**src/rtl/i4002_dbg_arb.sv**
```systemverilog
// Two-requester arbiter for the shared i4002 debug port: serialises byte reads/writes
// and rejects absent chips. Optional read timeout: define I4002_DBG_ARB_TIMEOUT_EN.
module i4002_dbg_arb #(
    parameter int NUM_RAMS       = 4,
    parameter int TIMEOUT_CYCLES = 15
) (
    input  logic                     clk,
    input  logic                     rst_n,
    input  logic [1:0]               req,
    input  logic [1:0]               req_we,
    input  logic [1:0][11:0]         req_addr,
    input  logic [1:0][7:0]          req_wdata,
    output logic [1:0]               ack,
    output logic                     ack_err,
    output logic [7:0]               ack_rdata,
    output logic [2:0][3:0]          dbg_addr,
    output logic [7:0]               dbg_wdata,
    output logic                     dbg_wen,
    output logic                     dbg_ren,
    input  logic [NUM_RAMS-1:0][7:0] dbg_rdata,
    input  logic [NUM_RAMS-1:0]      dbg_rdata_vld,
    output logic                     busy
);

    // state   | meaning
    // IDLE    | waiting for a request, arbitration happens here
    // ISSUE   | one-cycle dbg_wen/dbg_ren strobe with latched address/data
    // WAIT_RD | waiting for any chip to raise read-valid
    // RESP    | one-cycle ack pulse to the granted requester
    typedef enum logic [1:0] {IDLE, ISSUE, WAIT_RD, RESP} state_t;

    localparam logic [4:0] NUM_RAMS_C = 5'(NUM_RAMS);

    // Elaboration-time sanity check of the configuration.
    if (NUM_RAMS < 1 || NUM_RAMS > 16 || TIMEOUT_CYCLES < 1) begin : g_bad_cfg
        $error("i4002_dbg_arb: NUM_RAMS must be 1..16 and TIMEOUT_CYCLES >= 1");
    end

    state_t     state;
    logic       last_grant;
    logic       grant;
    logic       lat_we;

    logic       win;
    logic [3:0] chip_id;
    logic       decode_err;
    logic [7:0] rd_or;

`ifdef I4002_DBG_ARB_TIMEOUT_EN
    localparam int TMR_W = ($clog2(TIMEOUT_CYCLES + 1) > 4) ? $clog2(TIMEOUT_CYCLES + 1) : 4;
    localparam logic [TMR_W-1:0] TMR_LOAD = TMR_W'(TIMEOUT_CYCLES - 1);
    logic [TMR_W-1:0] tmr;
`endif

    always_comb begin
        win = 1'b0;
        if (req == 2'b11) win = ~last_grant;
        else              win = req[1];
        chip_id    = {req_addr[win][8], req_addr[win][7:5]};
        decode_err = ({1'b0, chip_id} >= NUM_RAMS_C);
    end

    // Several chips answering at once is a system fault; their data is simply ORed.
    always_comb begin
        rd_or = 8'h00;
        for (int i = 0; i < NUM_RAMS; i++) begin
            rd_or = rd_or | (dbg_rdata[i] & {8{dbg_rdata_vld[i]}});
        end
    end

    always_ff @(posedge clk or negedge rst_n) begin
        if (!rst_n) begin
            state      <= IDLE;
            last_grant <= 1'b1;
            grant      <= 1'b0;
            lat_we     <= 1'b0;
            ack        <= 2'b00;
            ack_err    <= 1'b0;
            ack_rdata  <= 8'h00;
            dbg_addr   <= '0;
            dbg_wdata  <= 8'h00;
            dbg_wen    <= 1'b0;
            dbg_ren    <= 1'b0;
`ifdef I4002_DBG_ARB_TIMEOUT_EN
            tmr        <= '0;
`endif
        end else begin
            ack       <= 2'b00;
            ack_err   <= 1'b0;
            ack_rdata <= 8'h00;
            dbg_wen   <= 1'b0;
            dbg_ren   <= 1'b0;
            case (state)
                IDLE: begin
                    if (|req) begin
                        grant      <= win;
                        last_grant <= win;
                        lat_we     <= req_we[win];
                        if (decode_err) begin
                            state   <= RESP;
                            ack     <= win ? 2'b10 : 2'b01;
                            ack_err <= 1'b1;
                        end else begin
                            state     <= ISSUE;
                            dbg_addr  <= req_addr[win];
                            dbg_wdata <= req_wdata[win];
                            dbg_wen   <= req_we[win];
                            dbg_ren   <= ~req_we[win];
                        end
                    end
                end
                ISSUE: begin
                    if (lat_we) begin
                        state <= RESP;
                        ack   <= grant ? 2'b10 : 2'b01;
                    end else begin
                        state <= WAIT_RD;
`ifdef I4002_DBG_ARB_TIMEOUT_EN
                        tmr   <= TMR_LOAD;
`endif
                    end
                end
                WAIT_RD: begin
                    if (|dbg_rdata_vld) begin
                        state     <= RESP;
                        ack       <= grant ? 2'b10 : 2'b01;
                        ack_rdata <= rd_or;
                    end
`ifdef I4002_DBG_ARB_TIMEOUT_EN
                    else if (tmr == '0) begin
                        state   <= RESP;
                        ack     <= grant ? 2'b10 : 2'b01;
                        ack_err <= 1'b1;
                    end else begin
                        tmr <= tmr - 1'b1;
                    end
`endif
                end
                RESP: state <= IDLE;
                default: state <= IDLE;
            endcase
        end
    end

    assign busy = (state != IDLE);

endmodule

```
**config.mk**
```make
export PLATFORM = sky130hd
export DESIGN_NAME = i4002_dbg_arb
export DESIGN_NICKNAME = d
export VERILOG_FILES = /design/src/rtl/i4002_dbg_arb.sv
export SDC_FILE = /design/constraint.sdc
export NUM_CORES = 1
export LEC_CHECK = 0
export BUFFER_PORTS_ARGS = -buffer_cell sky130_fd_sc_hd__buf_2
export CAP_MARGIN = 20
export CORE_UTILIZATION = 45
export DETAILED_ROUTE_END_ITERATION = 8
export GPL_ROUTABILITY_DRIVEN = 0
export PLACE_DENSITY = 0.83
export SETUP_SLACK_MARGIN = 0.15
export SLEW_MARGIN = 15
export SYNTH_ARGS = -nofsm -noshare
export SYNTH_HDL_FRONTEND = slang
export SYNTH_SLANG_ARGS = --single-unit
```
**constraint.sdc**
```tcl
create_clock -name clk -period 3.9 [get_ports clk]
set_input_delay 0.195 -clock clk [delete_from_list [all_inputs] [get_ports clk]]
set_output_delay 0.195 -clock clk [all_outputs]
set_load 0.01 [all_outputs]
```
==> impl_metrics.json, run 1 <==
{
  "status": "complete, but fails checks",
  "violations": "negative hold slack",
  "cts_setup_buffers": 0,
  "syn_area_sq_um": 1948,
  "final_nets": 349,
  "rows": 23,
  "synth_top_area_share_pct": 47.53,
  "leakage_nw": 1.388,
  "synth_compound_area_share_pct": 14.00,
  "diodes": 0,
  "arrival_ps": 2510,
  "fin_cells": 314,
  "initial_core_util_pct": 47.67,
  "yosys.area_share.simple_pct": 5.202,
  "worst_pin_slew_ps": 801.2,
  "synth_ff_type": "dfrtp_1",
  "maxSlewHeadroom_pct": 46.58,
  "viasPerCell": 5.013,
  "ys_ff_latch": 38,
  "synth-adder-area-share_pct": 2.569,
  "chipWidth_microns": 67.80,
  "hold_buffers": 0,
  "yosys_warnings": 0,
  "drt-pass1-iter-count": 4,
  "period_needed_ps": 2344,
  "coreArea_sq_um": 4086,
  "end_kind": "flip-flop",
  "fmax_mhz": 426.6,
  "clk_path_buf_depth": 2,
  "fin_hold_ws_ps": -3.985,
  "cts_tree": "built",
  "htreeDepth": 2,
  "synthXorXnorAreaFrac_pct": 0,
  "clk_latency_ps": 280,
  "grt_max_degree": 39,
  "synthTopCellsByCount": "dfrtp_1 (37), mux2_2 (18), a22oi_1 (17), mux2_4 (17), a21oi_1 (12)",
  "synthTopCellsByArea": "dfrtp_1 (48%), mux2_4 (13%), mux2_2 (10%), a22oi_1 (6.6%), a21oi_1 (3.1%)",
  "cts_resized": 0,
  "design_area_sq_um": 2639,
  "hold_class": "primary input to async pin",
  "synth_most_common_cell": "dfrtp_1",
  "finalSetupViolCount": 0,
  "synth_edf_count": 0,
  "gr-usage-all-layers_pct": 19.98,
  "fin_crit_sh_pct": 60.11,
  "reg2reg_depth": 4,
  "avgRoutedWirePerCell_microns": 13.92,
  "dp_hpwl_microns": 3310,
  "ant_nets": 0,
  "wirelength_microns": 4372,
  "max_stage_delay_ps": 620,
  "finalHoldViolations": 4,
  "final_util_pct": 64.57,
  "slew_violations": 0,
  "cts-root-buf": "clkbuf_8",
  "ys_types": 29,
  "drt_iter0_drc": 54,
  "cts_buffers": 5,
  "path_max_fanout": 23,
  "power_density_nw_per_um2": 617.7,
  "async_flop_share_pct": 100.0,
  "io_pins": 116,
  "grt_antenna_before_repair": 0,
  "syn_nets": 236,
  "first_global_vias": 1467,
  "ys_seq_area_share_pct": 48.88,
  "path_clk_slew_ps": 70,
  "drc_errors": 0,
  "grt_setup_unrepaired": "false",
  "io_buffers": 115,
  "synth.avg_cell_area_sq_um": 12.99,
  "syn_to_final_growth_pct": 35.45,
  "via_count": 1574,
  "netlist_instances": 150,
  "crit_required_ps": 4070,
  "slowest_stage": "nor2_4",
  "synth_area_leader_cell": "dfrtp_1",
  "die_area_sq_um": 4596,
  "peakVddDrop_mv": 0.3465,
  "drv_cap": 0,
  "crit_chain": "a21boi_4 -> mux2i_2 -> nor2_4 -> mux2_1",
  "drive_above_1_share_pct": 61.74,
  "synth_top_family_by_area": "multiplexers",
  "finalSetupTns_ps": 0,
  "skew_ps": 3.527,
  "grt_pass1_wl_microns": 6713,
  "overflow": 0,
  "crit_type": "flip-flop to flip-flop",
  "placed_cell_area_sq_um": 2529,
  "critPathLaunchType": "flip-flop",
  "cts.sinks": 38,
  "place_inst": 306,
  "die_height_microns": 67.80,
  "synthMuxAreaShare_pct": 25.82
}
-- critical path, delay by kind of cell (launching register included) --
family,cells,cell delay (ps)
simple gates,1,620
flops,1,390
compound gates,1,610
mux,2,610
-- cells by family (layout without fill, tap and decap cells) --
logic type               after synthesis  count (layout)
AO/OA/AOI/OAI                         37              37
adder cells (fa/ha/maj)                4               4
buffers and inverters                 12             126
flip-flops                            38              38
multiplexers                          39              39
AND/OR/NAND/NOR                       20              20
-- metrics by stage --
stage,power [mW],setup slack (ps)
6_report,1.630,1556
5_1_grt,1.750,1357
4_1_cts,1.646,1511
3_5_place_dp,1.330,1519
3_3_place_gp,1.311,1624
2_1_floorplan,1.086,2142
-- cells in the final DEF, fill, tap and decap left out, drive strengths merged --
| cell type | n |
|---|---|
| nor3 | 2 |
| a22o | 1 |
| nor4 | 1 |
| o21ai | 3 |
| a32oi | 1 |
| nand3b | 1 |
| nor2 | 8 |
| a21boi | 1 |
| a31oi | 1 |
| mux2 | 36 |
| nor2b | 3 |
| buf | 115 |
| a21oi | 12 |
| o41ai | 1 |
| inv | 3 |
| clkbuf | 8 |
| mux2i | 3 |
| a22oi | 17 |
| and2 | 1 |
| dfstp | 1 |
| nand2 | 4 |
| dfrtp | 37 |
| ha | 4 |
-- metal layers --
layer / GRT usage [%] / vias to the layer above / part of all wire [%]
met1: 27.33 / 731 / 45
met4: 7.552 / 0 / 1.0
met2: 30.20 / 65 / 48
met3: 5.068 / 5 / 6.6
met5: 0 / - / 0
li1: - / 773 / -
-- layout make-up --
| type | instances | area [sq um] |
|---|---|---|
| Tap cell | 50 | 62.56 |
| Sequential cell | 38 | 952.2 |
| Inverter | 3 | 11.26 |
| Multi-Input combinational cell | 100 | 927.1 |
| Clock buffer | 8 | 110.1 |
| Timing Repair Buffer | 115 | 575.6 |
| Fill cell | 331 | 1448 |
-- state kept, by name, indices dropped and copies added, names as in the netlist --
name	flops
ack_err	1
lat_we	1
dbg_ren	1
dbg_wen	1
state	2
dbg_wdata	8
last_grant	1
dbg_addr	12
ack_rdata	8
ack	2
grant	1
-- report_power, final --
group          switching [mW]  internal (mW)  total (mW)
sequential             0.0873          0.559       0.647
clock                   0.131          0.178       0.309
combinational           0.312          0.362       0.674
total                   0.530           1.10        1.63
-- final timing paths --
| kind | start | to | slack [ps] |
|---|---|---|---|
| setup reg to reg | last_grant | dbg_wdata[7] | 1560 |
| hold reg to reg | lat_we | lat_we | 480 |
| hold / removal | rst_n | state[0] | -4 |
| max in group asynchronous | rst_n | dbg_addr[6] | 3400 |
| setup / recovery | last_grant | dbg_wdata[7] | 1560 |
| min in group clk | req[0] | last_grant | 140 |
Power figures use the tool's default switching activity.
==> inputs of run 2 (changes only) <==
Settings changed: CORE_UTILIZATION 45 to 43, PLACE_DENSITY 0.83 to 0.79.
Clock period 3.9 ns to 2.2 ns, I/O delays scaled along.
==> impl_metrics.json, run 2 (synthesis results as in run 1) <==
{
  "status": "completed",
  "power_density_nw_per_um2": 1141,
  "drc_errors": 0,
  "via_count": 1617,
  "die_area_sq_um": 4804,
  "rrSetupSlack_ps": 490,
  "design_area_sq_um": 2726,
  "fill_cells": 358,
  "dp_slack_ps": 485.0,
  "overflow": 0,
  "grt_max_degree": 39,
  "peakVddDrop_mv": 0.6914,
  "finalHoldViolations": 0,
  "crit_chain": "inv_1 -> ha_1 -> o21ai_1 -> nor2_4 -> buf_12 -> mux2_1",
  "fin_hold_ws_ps": 62.84,
  "syn_to_final_growth_pct": 39.95,
  "drive_above_1_share_pct": 62.08,
  "grt_setup_unrepaired": "false",
  "drt-pass1-iter-count": 4,
  "skew_ps": 9.106,
  "slowest_stage": "dfrtp_1",
  "multi_input_area_sq_um": 927.1,
  "final_cell_mix": "buf_2 (115), dfrtp_1 (37), mux2_2 (18)",
  "arrival_ps": 1880,
  "worst_slack_ps": 494.3,
  "end_kind": "flip-flop",
  "io_buffers": 115,
  "rows": 24,
  "wirelength_microns": 4314,
  "ant_nets": 0,
  "fin_crit_sh_pct": 77.53,
  "dp_hpwl_microns": 3357,
  "placed_cell_area_sq_um": 2574,
  "slew_violations": 0,
  "first_global_vias": 1609,
  "cts.sinks": 38,
  "cts_resized": 0,
  "hold_buffers": 1,
  "crit_type": "flip-flop to flip-flop",
  "grt_pass1_wl_microns": 6982,
  "crit_required_ps": 2380,
  "viasPerCell": 5.037,
  "gr-usage-all-layers_pct": 18.12,
  "io_pins": 116,
  "cp.depth": 6,
  "coreArea_sq_um": 4354,
  "avgRoutedWirePerCell_microns": 13.44,
  "reg2reg_depth": 6,
  "cp_top_family": "flip-flops",
  "finalSetupTns_ps": 0,
  "crit_path_start": "state[0]",
  "cts_tree": "built",
  "period_needed_ps": 1706,
  "drv_cap": 0,
  "clk_latency_ps": 290,
  "critPathCapture": "dbg_wdata[7]",
  "die_height_microns": 69.31,
  "path_clk_slew_ps": 80,
  "finalSetupViolCount": 0,
  "final_nets": 354,
  "cts_buffers": 5,
  "fmax_mhz": 586.3,
  "max_stage_delay_ps": 400,
  "largest-register": "dbg_addr",
  "critical_path_buf_inv_count": 2,
  "diodes": 0,
  "hp-start": "req[0]",
  "reg_top3": "dbg_addr (12), ack_rdata (8), dbg_wdata (8)",
  "htreeDepth": 2,
  "cts-root-buf": "clkbuf_8",
  "final_common_cell": "buf_2",
  "grt_antenna_before_repair": 0,
  "clk_path_buf_depth": 2,
  "leakage_nw": 1.429,
  "worst_pin_slew_ps": 838.9,
  "regArea_sq_um": 952.2,
  "r2r_end": "dbg_wdata[7]",
  "largest_reg_flops": 12,
  "drt_iter0_drc": 63,
  "r2r-start": "state[0]",
  "initial_core_util_pct": 44.74,
  "critPathLaunchType": "flip-flop",
  "maxSlewHeadroom_pct": 44.07,
  "cts_setup_buffers": 0,
  "chipWidth_microns": 69.31,
  "hold_class": "primary input to flip-flop",
  "path_max_fanout": 17
}
run 2: changes by cell type in the layout (fill, tap and decap cells not counted), sizes merged:
| cell | change |
|---|---|
| bufinv | +2 |
| buf | +4 |
| clkbuf | -2 |
| dlygate4sd3 | +1 |
run 2: final cells by class:
class / instances / area share [%]
Inverter: 3 / 0.4130
Clock buffer: 6 / 3.029
Timing Repair Buffer: 120 / 23.04
Tap cell: 52 / 2.386
Multi-Input combinational cell: 100 / 34.01
Clock inverter: 2 / 2.203
Sequential cell: 38 / 34.92
run 2: how the worst min path moves through the flow:
stage / endpoint / slack [ps] / depth (start not counted)
floorplan: ack[0] / -190 / 0
global placement: dbg_wdata[4] / 250 / 1
detailed placement: dbg_wdata[6] / 270 / 1
CTS: last_grant / 50 / 2
global route: last_grant / 60 / 2
finish: last_grant / 60 / 2
run 2: metrics by stage:
stage               instances  power (mW)  utilization [%]
detailed placement        312       2.413            59.11
global route              321       3.289            62.61
global placement          312       2.359            59.11
floorplan                 150       1.925                -
CTS                       321       3.152            62.61
finish                    321       3.111            62.61
run 2: layer usage:
layer | vias up | track usage [%] | part of all wire, % | wire, microns
li1 | 784 | - | - | -
met1 | 756 | 21.26 | 42 | 1800
met2 | 73 | 32.58 | 51 | 2210
met3 | 4 | 4.797 | 6.2 | 269
met4 | 0 | 4.762 | 0.79 | 34
met5 | - | 0 | 0 | 0
run 2: power by group:
| part | internal, mW | switching, mW |
|---|---|---|
| Clock | 0.484 | 0.242 |
| Sequential | 0.991 | 0.157 |
| Combinational | 0.670 | 0.567 |
| Total | 2.14 | 0.966 |
==> inputs of run 3 (changes only) <==
Settings changed: ABC_AREA from default to 1, CORE_UTILIZATION 43 to 39, PLACE_DENSITY 0.79 to 0.76.
Clock period 2.2 ns to 1.5 ns, I/O delays scaled along.
==> impl_metrics.json, run 3 <==
{
  "largest_reg_flops": 12,
  "synthTopCellsByCount": "nand2_1 (163), dfrtp_1 (37), inv_1 (12)",
  "finalSetupTns_ps": 0,
  "synth_ff_type": "dfrtp_1",
  "initial_core_util_pct": 41.07,
  "p_seq_share_pct": 35.9,
  "p_int_mw": 2.973,
  "gr-usage-all-layers_pct": 19.86,
  "drc_errors": 0,
  "power_density_nw_per_um2": 1575,
  "leakage_nw": 1.798,
  "ant_nets": 0,
  "synth_most_common_cell": "nand2_1",
  "chipWidth_microns": 73.00,
  "io_buffers": 115,
  "synth.avg_cell_area_sq_um": 7.334,
  "crit_type": "flip-flop to flip-flop",
  "grt_antenna_before_repair": 0,
  "pwr-share-clk_pct": 17.6,
  "fin_hold_ws_ps": 54.36,
  "synthMuxAreaShare_pct": 0,
  "power.switching_mw": 1.752,
  "path_max_fanout": 7,
  "synth_area_leader_cell": "dfrtp_1",
  "synth_compound_area_share_pct": 4.838,
  "design_area_sq_um": 2999,
  "period_needed_ps": 1327,
  "reg_top3": "dbg_addr (12), ack_rdata (8), dbg_wdata (8)",
  "ys_ff_latch": 38,
  "critPathLaunchType": "flip-flop",
  "final_common_cell": "nand2_1",
  "syn_to_final_growth_pct": 52.58,
  "synthXorXnorAreaFrac_pct": 0,
  "io_pins": 116,
  "finalHoldViolations": 0,
  "synth_top_area_share_pct": 47.10,
  "final_nets": 492,
  "netlist_instances": 268,
  "clk_path_buf_depth": 2,
  "htreeDepth": 2,
  "cts_tree": "built",
  "maxSlewHeadroom_pct": 69.25,
  "arrival_ps": 1550,
  "worst_slack_ps": 172.5,
  "skew_ps": 4.780,
  "reg2reg_depth": 9,
  "synth-adder-area-share_pct": 2.546,
  "drv_cap": 0,
  "status": "completed",
  "async_flop_share_pct": 100.0,
  "overflow": 0,
  "drt-pass1-iter-count": 4,
  "cts_buffers": 5,
  "hold_depth": 4,
  "cts.sinks": 38,
  "yosys.area_share.simple_pct": 37.24,
  "ys_seq_area_share_pct": 48.44,
  "drive_above_1_share_pct": 43.73,
  "die_area_sq_um": 5328,
  "synthTopCellsByArea": "dfrtp_1 (47%), nand2_1 (31%), a41oi_1 (3.6%), ha_1 (2.5%), nand3_1 (2.3%)",
  "path_clk_slew_ps": 70,
  "end_kind": "flip-flop",
  "grt_setup_unrepaired": "true",
  "grt_pass1_wl_microns": 8010,
  "syn_nets": 354,
  "fin_crit_sh_pct": 88.50,
  "crit_required_ps": 1720,
  "p_sw_share_pct": 37.08,
  "finalSetupViolCount": 0,
  "via_count": 2115,
  "hold_class": "primary input to flip-flop",
  "clk_latency_ps": 280,
  "cts-root-buf": "clkbuf_8",
  "coreArea_sq_um": 4786,
  "fin_total_pwr_mw": 4.725,
  "ys_types": 20,
  "viasPerCell": 4.462,
  "largest-register": "dbg_addr",
  "grt_max_degree": 21,
  "avgRoutedWirePerCell_microns": 11.35,
  "dp_hpwl_microns": 4030,
  "synth_top_family_by_area": "simple AND/OR/NAND/NOR gates",
  "die_height_microns": 73.00,
  "fmax_mhz": 753.3,
  "worst_pin_slew_ps": 461.3,
  "rows": 25,
  "wirelength_microns": 5378,
  "slew_violations": 0,
  "drt_iter0_drc": 101,
  "yosys_warnings": 0,
  "dp_slack_ps": 78.72,
  "placed_cell_area_sq_um": 2663,
  "syn_area_sq_um": 1966,
  "final_cell_mix": "nand2_1 (148), buf_2 (115), dfrtp_1 (37)",
  "synth_edf_count": 0,
  "combPwrFrac_pct": 46.5,
  "first_global_vias": 1844,
  "peakVddDrop_mv": 0.7742,
  "diodes": 0
}
-- run 3: cell types whose count changed after synthesis, moves of 11 or more --
cell / delta
nand2_1: +159
mux2_2: -18
a22oi_1: -17
mux2_4: -17
a21oi_1: -11
-- run 3: logic make-up after synthesis --
group,Yosys count
simple gates,187
compound gates,13
fa+ha+maj,4
buf+inv,26
flops,38
-- run 3: layout make-up --
type                    count  area, sq um
flip-flops and latches     38        952.2
repair buffers            143        830.8
clock buffers               7        76.32
multi-input cells         204        968.4
fillers                   439         1787
clock inverters             1        30.03
inverters                  14        57.56
well taps                  67        83.83
-- run 3: power by group through the flow --
stage	clock [mW]	sequential (mW)	combinational [mW]
2_1_floorplan	0	1.90	0.936
3_3_place_gp	0	1.72	1.87
3_5_place_dp	0	1.72	1.91
4_1_cts	0.856	1.69	2.10
5_1_grt	0.900	1.75	2.44
6_report	0.833	1.70	2.20
-- run 3: final timing paths --
path	startpoint	endpoint	slack, ps
max in group asynchronous	rst_n	dbg_wen	750
hold / removal	req_we[1]	dbg_ren	50
min in group asynchronous	rst_n	dbg_addr[4]	280
hold reg to reg	dbg_addr[11]	dbg_addr[11]	480
setup / recovery	last_grant	dbg_wdata[1]	170
setup reg to reg	last_grant	dbg_wdata[1]	170
-- run 3: critical path, stage by stage (launching register included) --
cell and delay [ps]:
dfstp_2 560, nand2_4 60, nand2_4 90, nand2_4 70
nand2_4 90, nand2_4 70, inv_4 80, buf_6 130
nand2_1 60, nand2_1 50
-- run 3: routing by layer --
metal  up-vias  global-route usage [%]  wire (microns)
li1       1099                       -               -
met1       939                   22.60            2236
met2        72                   35.70            2794
met3         5                   4.696             297
met4         0                   7.843              49
met5         -                       0               0
-- run 3: metrics by stage --
step,utilization (%),cells
2_1_floorplan,-,268
3_3_place_gp,55.63,450
3_5_place_dp,55.63,450
4_1_cts,60.13,470
5_1_grt,62.67,474
6_report,62.67,474
-- run 3: what timing repair did --
item                                    CTS  global route
gates resized for setup                   7            28
hold buffers                              1             0
endpoints found under the setup margin   21            28
gates cloned                              1             0
setup buffers                            10             4
pin swaps                                 3            13
endpoints found under the hold margin    17             0
